==> src/rtl/pdm_decimator.sv <==
// PDM microphone front end: generates the mic clock, samples the 1-bit
// stream and decimates it with a 3rd-order CIC into signed 16-bit PCM.
module pdm_decimator #(
   parameter int CLK_DIV    = 8,
   parameter int DECIM_LOG2 = 6,
   parameter int CHANNEL    = 0
) (
   input  logic               clk,
   input  logic               rst,
   input  logic               en,
   input  logic               M_DATA,
   output logic               M_CLK,
   output logic               M_LRSEL,
   output logic signed [15:0] pcm_out,
   output logic               pcm_ready,
   output logic               sat
);

   localparam int CW    = $clog2(CLK_DIV);
   localparam int HALF  = CLK_DIV / 2;
   localparam int W     = 3 * DECIM_LOG2 + 2;
   localparam int SHIFT = 3 * DECIM_LOG2 - 15;

   localparam logic [CW-1:0] CNT_MAX   = CW'(CLK_DIV - 1);
   localparam logic [CW-1:0] CNT_HALF  = CW'(HALF);
   localparam logic [CW-1:0] CNT_PHASE = (CHANNEL == 0) ? CW'(HALF - 1) : CW'(CLK_DIV - 1);

   localparam logic signed [W-1:0] PLUS_ONE  = W'(1);
   localparam logic signed [W-1:0] MINUS_ONE = '1;
   localparam logic signed [W-1:0] PCM_MAX   = W'(32767);
   localparam logic signed [W-1:0] PCM_MIN   = -PCM_MAX - PLUS_ONE;

   // Divider state: 'running' distinguishes the first enabled cycle so that
   // the first M_CLK high phase is a full half period.
   logic [CW-1:0] cnt;
   logic [CW-1:0] cnt_next;
   logic          running;
   logic          clear;
   logic          strobe;

   // Sampling path
   logic [1:0]           sync;
   logic signed [W-1:0]  x;

   // CIC datapath
   logic signed [W-1:0]   i1, i2, i3;
   logic signed [W-1:0]   z1, z2, z3;
   logic signed [W-1:0]   c1, c2, c3, y;
   logic [DECIM_LOG2-1:0] dec_cnt;
   logic                  dec_t;
   logic                  stb_d1, stb_d2;
   logic                  dec_d1, dec_d2, dec_d3;
   logic [1:0]            warm;
   logic signed [15:0]    pcm_c;
   logic                  sat_c;

   assign M_LRSEL = (CHANNEL != 0);
   assign clear   = rst || !en;
   assign strobe  = running && !clear && (cnt == CNT_PHASE);
   assign dec_t   = strobe && (dec_cnt == '1);
   assign x       = sync[1] ? PLUS_ONE : MINUS_ONE;

   // Next divider count; held at 0 until the divider is running.
   // NOTE: every signal driven in always_comb gets a default first, so no path can leave it unassigned and infer a latch.
   always_comb begin
      cnt_next = '0;
      if (running && cnt != CNT_MAX) cnt_next = cnt + CW'(1);
   end

   // Clock divider; M_CLK is registered from the next count so it is glitch-free.
   // NOTE: sequential state uses non-blocking assignments so every register samples pre-edge values.
   always_ff @(posedge clk) begin
      if (clear) begin
         cnt     <= '0;
         running <= 1'b0;
         M_CLK   <= 1'b0;
      end else begin
         cnt     <= cnt_next;
         running <= 1'b1;
         M_CLK   <= (cnt_next < CNT_HALF);
      end
   end

   // Two-flop synchronizer for the asynchronous PDM data.
   always_ff @(posedge clk) begin
      if (rst) sync <= '0;
      else     sync <= {sync[0], M_DATA};
   end

   // Pipelined integrators and decimation bookkeeping; one stage per cycle.
   always_ff @(posedge clk) begin
      if (clear) begin
         i1      <= '0;
         i2      <= '0;
         i3      <= '0;
         stb_d1  <= 1'b0;
         stb_d2  <= 1'b0;
         dec_cnt <= '0;
         dec_d1  <= 1'b0;
         dec_d2  <= 1'b0;
         dec_d3  <= 1'b0;
      end else begin
         if (strobe) i1 <= i1 + x;
         if (stb_d1) i2 <= i2 + i1;
         if (stb_d2) i3 <= i3 + i2;
         stb_d1 <= strobe;
         stb_d2 <= stb_d1;
         if (strobe) dec_cnt <= dec_cnt + DECIM_LOG2'(1);
         dec_d1 <= dec_t;
         dec_d2 <= dec_d1;
         dec_d3 <= dec_d2;
      end
   end

   // Comb chain at the decimated rate; differences wrap modulo 2^W.
   assign c1 = i3 - z1;
   assign c2 = c1 - z2;
   assign c3 = c2 - z3;
   assign y  = c3 >>> SHIFT;

   // Comb delay registers, loaded once per decimated sample.
   always_ff @(posedge clk) begin
      if (clear) begin
         z1 <= '0;
         z2 <= '0;
         z3 <= '0;
      end else if (dec_d3) begin
         z1 <= i3;
         z2 <= c1;
         z3 <= c2;
      end
   end

   // Clamp the scaled comb output to the 16-bit PCM range.
   always_comb begin
      pcm_c = y[15:0];
      sat_c = 1'b0;
      if (y > PCM_MAX) begin
         pcm_c = 16'sh7FFF;
         sat_c = 1'b1;
      end else if (y < PCM_MIN) begin
         pcm_c = -16'sh8000;
         sat_c = 1'b1;
      end
   end

   // Output register; the first three decimated samples only advance warm-up.
   always_ff @(posedge clk) begin
      if (rst) begin
         pcm_out   <= '0;
         pcm_ready <= 1'b0;
         sat       <= 1'b0;
         warm      <= '0;
      end else begin
         pcm_ready <= 1'b0;
         sat       <= 1'b0;
         if (!en) begin
            warm <= '0;
         end else if (dec_d3) begin
            if (warm == 2'd3) begin
               pcm_out   <= pcm_c;
               pcm_ready <= 1'b1;
               sat       <= sat_c;
            end else begin
               warm <= warm + 2'd1;
            end
         end
      end
   end

endmodule

==> config.mk <==
export PLATFORM = sky130hd
export DESIGN_NAME = pdm_decimator
export DESIGN_NICKNAME = d
export VERILOG_FILES = /design/src/rtl/pdm_decimator.sv
export SDC_FILE = /design/constraint.sdc
export NUM_CORES = 1
export LEC_CHECK = 0
export CAP_MARGIN = 10
export CELL_PAD_IN_SITES_DETAIL_PLACEMENT = 1
export CELL_PAD_IN_SITES_GLOBAL_PLACEMENT = 1
export CORE_MARGIN = 4
export CORE_UTILIZATION = 54
export CTS_BUF_LIST = sky130_fd_sc_hd__clkbuf_2
export DETAILED_ROUTE_END_ITERATION = 12
export PLACE_DENSITY = 0.93
export SLEW_MARGIN = 20
export SYNTH_ARGS = -nofsm -noshare
export SYNTH_HDL_FRONTEND = slang
export SYNTH_SLANG_ARGS = --single-unit
==> constraint.sdc <==
create_clock -name clk -period 16.9 [get_ports clk]
set_input_delay 3.38 -clock clk [delete_from_list [all_inputs] [get_ports clk]]
set_output_delay 3.38 -clock clk [all_outputs]
set_load 0.01 [all_outputs]
==> flow_metrics.tcl <==
set metrics [dict create \
    wirelength_mm 28.6 \
    synthArstFlopShare_pct 0 \
    yosysTopAreaCell "dfxtp_1" \
    final_util_pct 59.4 \
    die-area_um2 21700 \
    p_sw_uw 163 \
    setup_violations 0 \
    clock.fmax_mhz 147 \
    antenna_left 0 \
    cts_setup_buffers 0 \
    grt_pass1_wl_mm 48.8 \
    worstSetupStartpoint "i3[0]" \
    rrSetupSlack_ns 10.09 \
    clkPwrFrac_pct 40.5 \
    critPathTopFamily "compound AO/OA/AOI/OAI gates" \
    portBuffers 22 \
    core_area_um2 18900 \
    hpwlAfterDp_mm 20.5 \
    place_congestion 0.870 \
    hp-class "reg2reg" \
    clockBufferDepth 2 \
    cts.root.buffer_cell "clkbuf_2" \
    crit_cells 28 \
    layout-drive-gt1-share_pct 4.50 \
    insertion_delay_ns 0.80 \
    skew_ns 0.0503 \
    clock_sinks 158 \
    cts_tree "built" \
    ys_ff_latch 158 \
    worstPathMaxFanout 13 \
    antenna_found_initial 1 \
    path_buf_inv 2 \
    initial_core_util_pct 55.5 \
    cp-start-kind "flip-flop" \
    die-height_um 147 \
    first_global_vias 9871 \
    drc 0 \
    slew_violations 0 \
    slowest_delay_ns 0.49 \
    swShare_pct 24.8 \
    leakage_uw 0.00454 \
    p_seq_share_pct 57.0 \
    crit_path_end_kind "flip-flop" \
    finalInstanceArea_um2 11200 \
    reg2reg_depth 28 \
    fp-row-count 50 \
    worst_ir_drop_vdd_v 0.0000364 \
    drt_first_pass_iters 5 \
    syn2layout_area_growth_pct 7.00 \
    max_slew_margin_pct 25.4 \
    ys_seq_area_share_pct 30.2 \
    cp_slowest_cell "nor3_4" \
    period_minus_slack_ns 6.81 \
    grt_overflow 0 \
    io_pins 24 \
    max_cap_viol_count 0 \
    synthTopCellsByCount "163 x nor2_1, 158 x dfxtp_1, 117 x ha_1" \
    dpl_cell_area_um2 10900 \
    cellPowerDensity_nw_per_um2 58.5 \
    reg2reg_from "i3[0]" \
    cp_common_cell "a21oi_1" \
    numCtsBuffers 17 \
    p_int_uw 494 \
    post_drt_wl_per_cell_um 18.7 \
    hold_viol_final 0 \
    ys.flop_type "dfxtp_1" \
    cp.required_ns 17.64 \
    vias 9016 \
    cts.htree.levels 4 \
    power_frac_comb_pct 2.5 \
    track_usage_pct 27.0 \
    synth_area_um2 10500 \
    avgSynthCellArea_um2 8.41 \
    layout.nets 1379 \
    worstMarginPinSlew_ns 1.12 \
    ys_types 69 \
    critPathKind "reg2reg" \
    post_cts_resize_count 0 \
    viasPerCell 5.90 \
    synth_edf_count 0 \
    status "completed" \
    min_period_over_period_pct 40.3 \
    drtIter0Drc 388 \
    grt_start_max_net_pins 103 \
    cts.clk_slew.worst_paths_ns 0.24 \
    critPathCapture "pcm_out[14]" \
    ys_warn_count 0 \
    yosysMostFrequentCell "nor2_1" \
    r2r_end "pcm_out[14]" \
    netlist_instances 1247 \
    setup_tns_ns 0 \
    syn_nets 1373 \
    ctsHoldBuffers 0 \
    rsz0062_at_grt "false" \
    synth_top_area_share_pct 30.2 \
    critical_path_arrival_ns 7.55 \
    die_w_um 147 \
    yosys-top-cells-area "dfxtp_1 30%, ha_1 14%, mux2i_1 7.6%" \
]
-- worst register-to-register path: cells and delay by family, from the launching register on --
| kind | cells | cell delay, ns |
|---|---|---|
| compound gates | 15 | 3.25 |
| xor+xnor | 2 | 0.68 |
| fa+ha+maj | 4 | 1.24 |
| buf+inv | 2 | 0.13 |
| flops | 1 | 0.39 |
| simple gates | 5 | 1.11 |
-- layer usage --
metal  global-route usage [%]  vias up  share of wire (%)
met5                        0        -                  0
met4                     10.3        0                3.1
met3                     4.60       80                2.6
met2                     51.1      179                 53
met1                     30.0     4408                 41
li1                         -     4349                  -
-- stage by stage --
step	std cells	hold WS (ns)	setup WS, ns	power (uW)
2_1_floorplan	1247	0.406	11.29	393
3_3_place_gp	1494	0.412	10.85	397
3_5_place_dp	1494	0.423	10.32	397
4_1_cts	1526	0.458	10.15	661
5_1_grt	1527	0.466	9.77	680
6_report	1527	0.452	10.09	657
-- final cells by class --
| type | instances | area, um^2 |
|---|---|---|
| clock buffer | 17 | 85.1 |
| clock inverter | 15 | 230 |
| antenna | 1 | 2.50 |
| inverter | 98 | 368 |
| fill | 2305 | 7670 |
| sequential | 158 | 3170 |
| tap | 260 | 325 |
| multi-input combinational | 953 | 6800 |
| timing repair buffer | 25 | 243 |
-- how the worst min path moves through the flow --
stage               startpoint     end  slack (ns)  depth (start not counted)
floorplan               dec_d1  dec_d2        0.41                          1
global placement        dec_d2  dec_d3        0.41                          1
finish                  cnt[0]  cnt[0]        0.45                          1
global route            cnt[0]  cnt[0]        0.47                          1
CTS                     cnt[0]  cnt[0]        0.46                          1
detailed placement      dec_d2  dec_d3        0.42                          1
-- power groups by stage --
stage	sequential (uW)	clock [uW]	combinational, uW
2_1_floorplan	381	0	11.6
5_1_grt	375	287	18.1
4_1_cts	375	270	16.1
3_3_place_gp	381	0	15.4
3_5_place_dp	381	0	16.1
6_report	375	266	16.2
-- layout by cell type, fill, tap and decap left out, types with 5 or more instances in the layout --
master	netlist	final
o211ai_1	8	8
clkdlybuf4s50_1	0	22
inv_1	97	97
dfxtp_1	158	157
nor2b_1	16	16
fa_1	5	5
nand3_1	15	15
nor3_1	33	33
clkbuf_2	0	17
a21boi_1	9	9
o21ai_0	20	20
o21a_1	16	16
and2_1	7	7
a211oi_1	16	16
mux2i_1	80	80
o31ai_1	5	5
a31oi_1	7	6
bufinv_16	0	5
xnor2_1	64	64
nand2b_1	14	13
xor2_1	26	26
or3_1	8	8
a21o_1	30	30
inv_6	0	5
o21ai_1	36	36
nor2_1	163	163
and3_1	14	14
nand2_1	74	74
a21oi_1	93	93
nand4_1	8	8
ha_1	117	117
a221o_1	13	13
o21bai_1	10	10
-- flip-flops by register name (all words and copies together) (netlist names), 2 cells and up --
register / count
i1: 20
i2: 20
i3: 20
z1: 20
z2: 20
z3: 20
pcm_out: 16
dec_cnt: 6
cnt: 3
sync: 2
warm: 2
-- cell families after synthesis --
family | share of synthesized area [%]
buf+inv | 5.12
xor+xnor | 7.96
fa+ha+maj | 14.9
flops | 30.2
compound gates | 18.3
other cells | 0.0358
simple gates | 15.8
mux | 7.74
(Power assumes the default switching activity.)
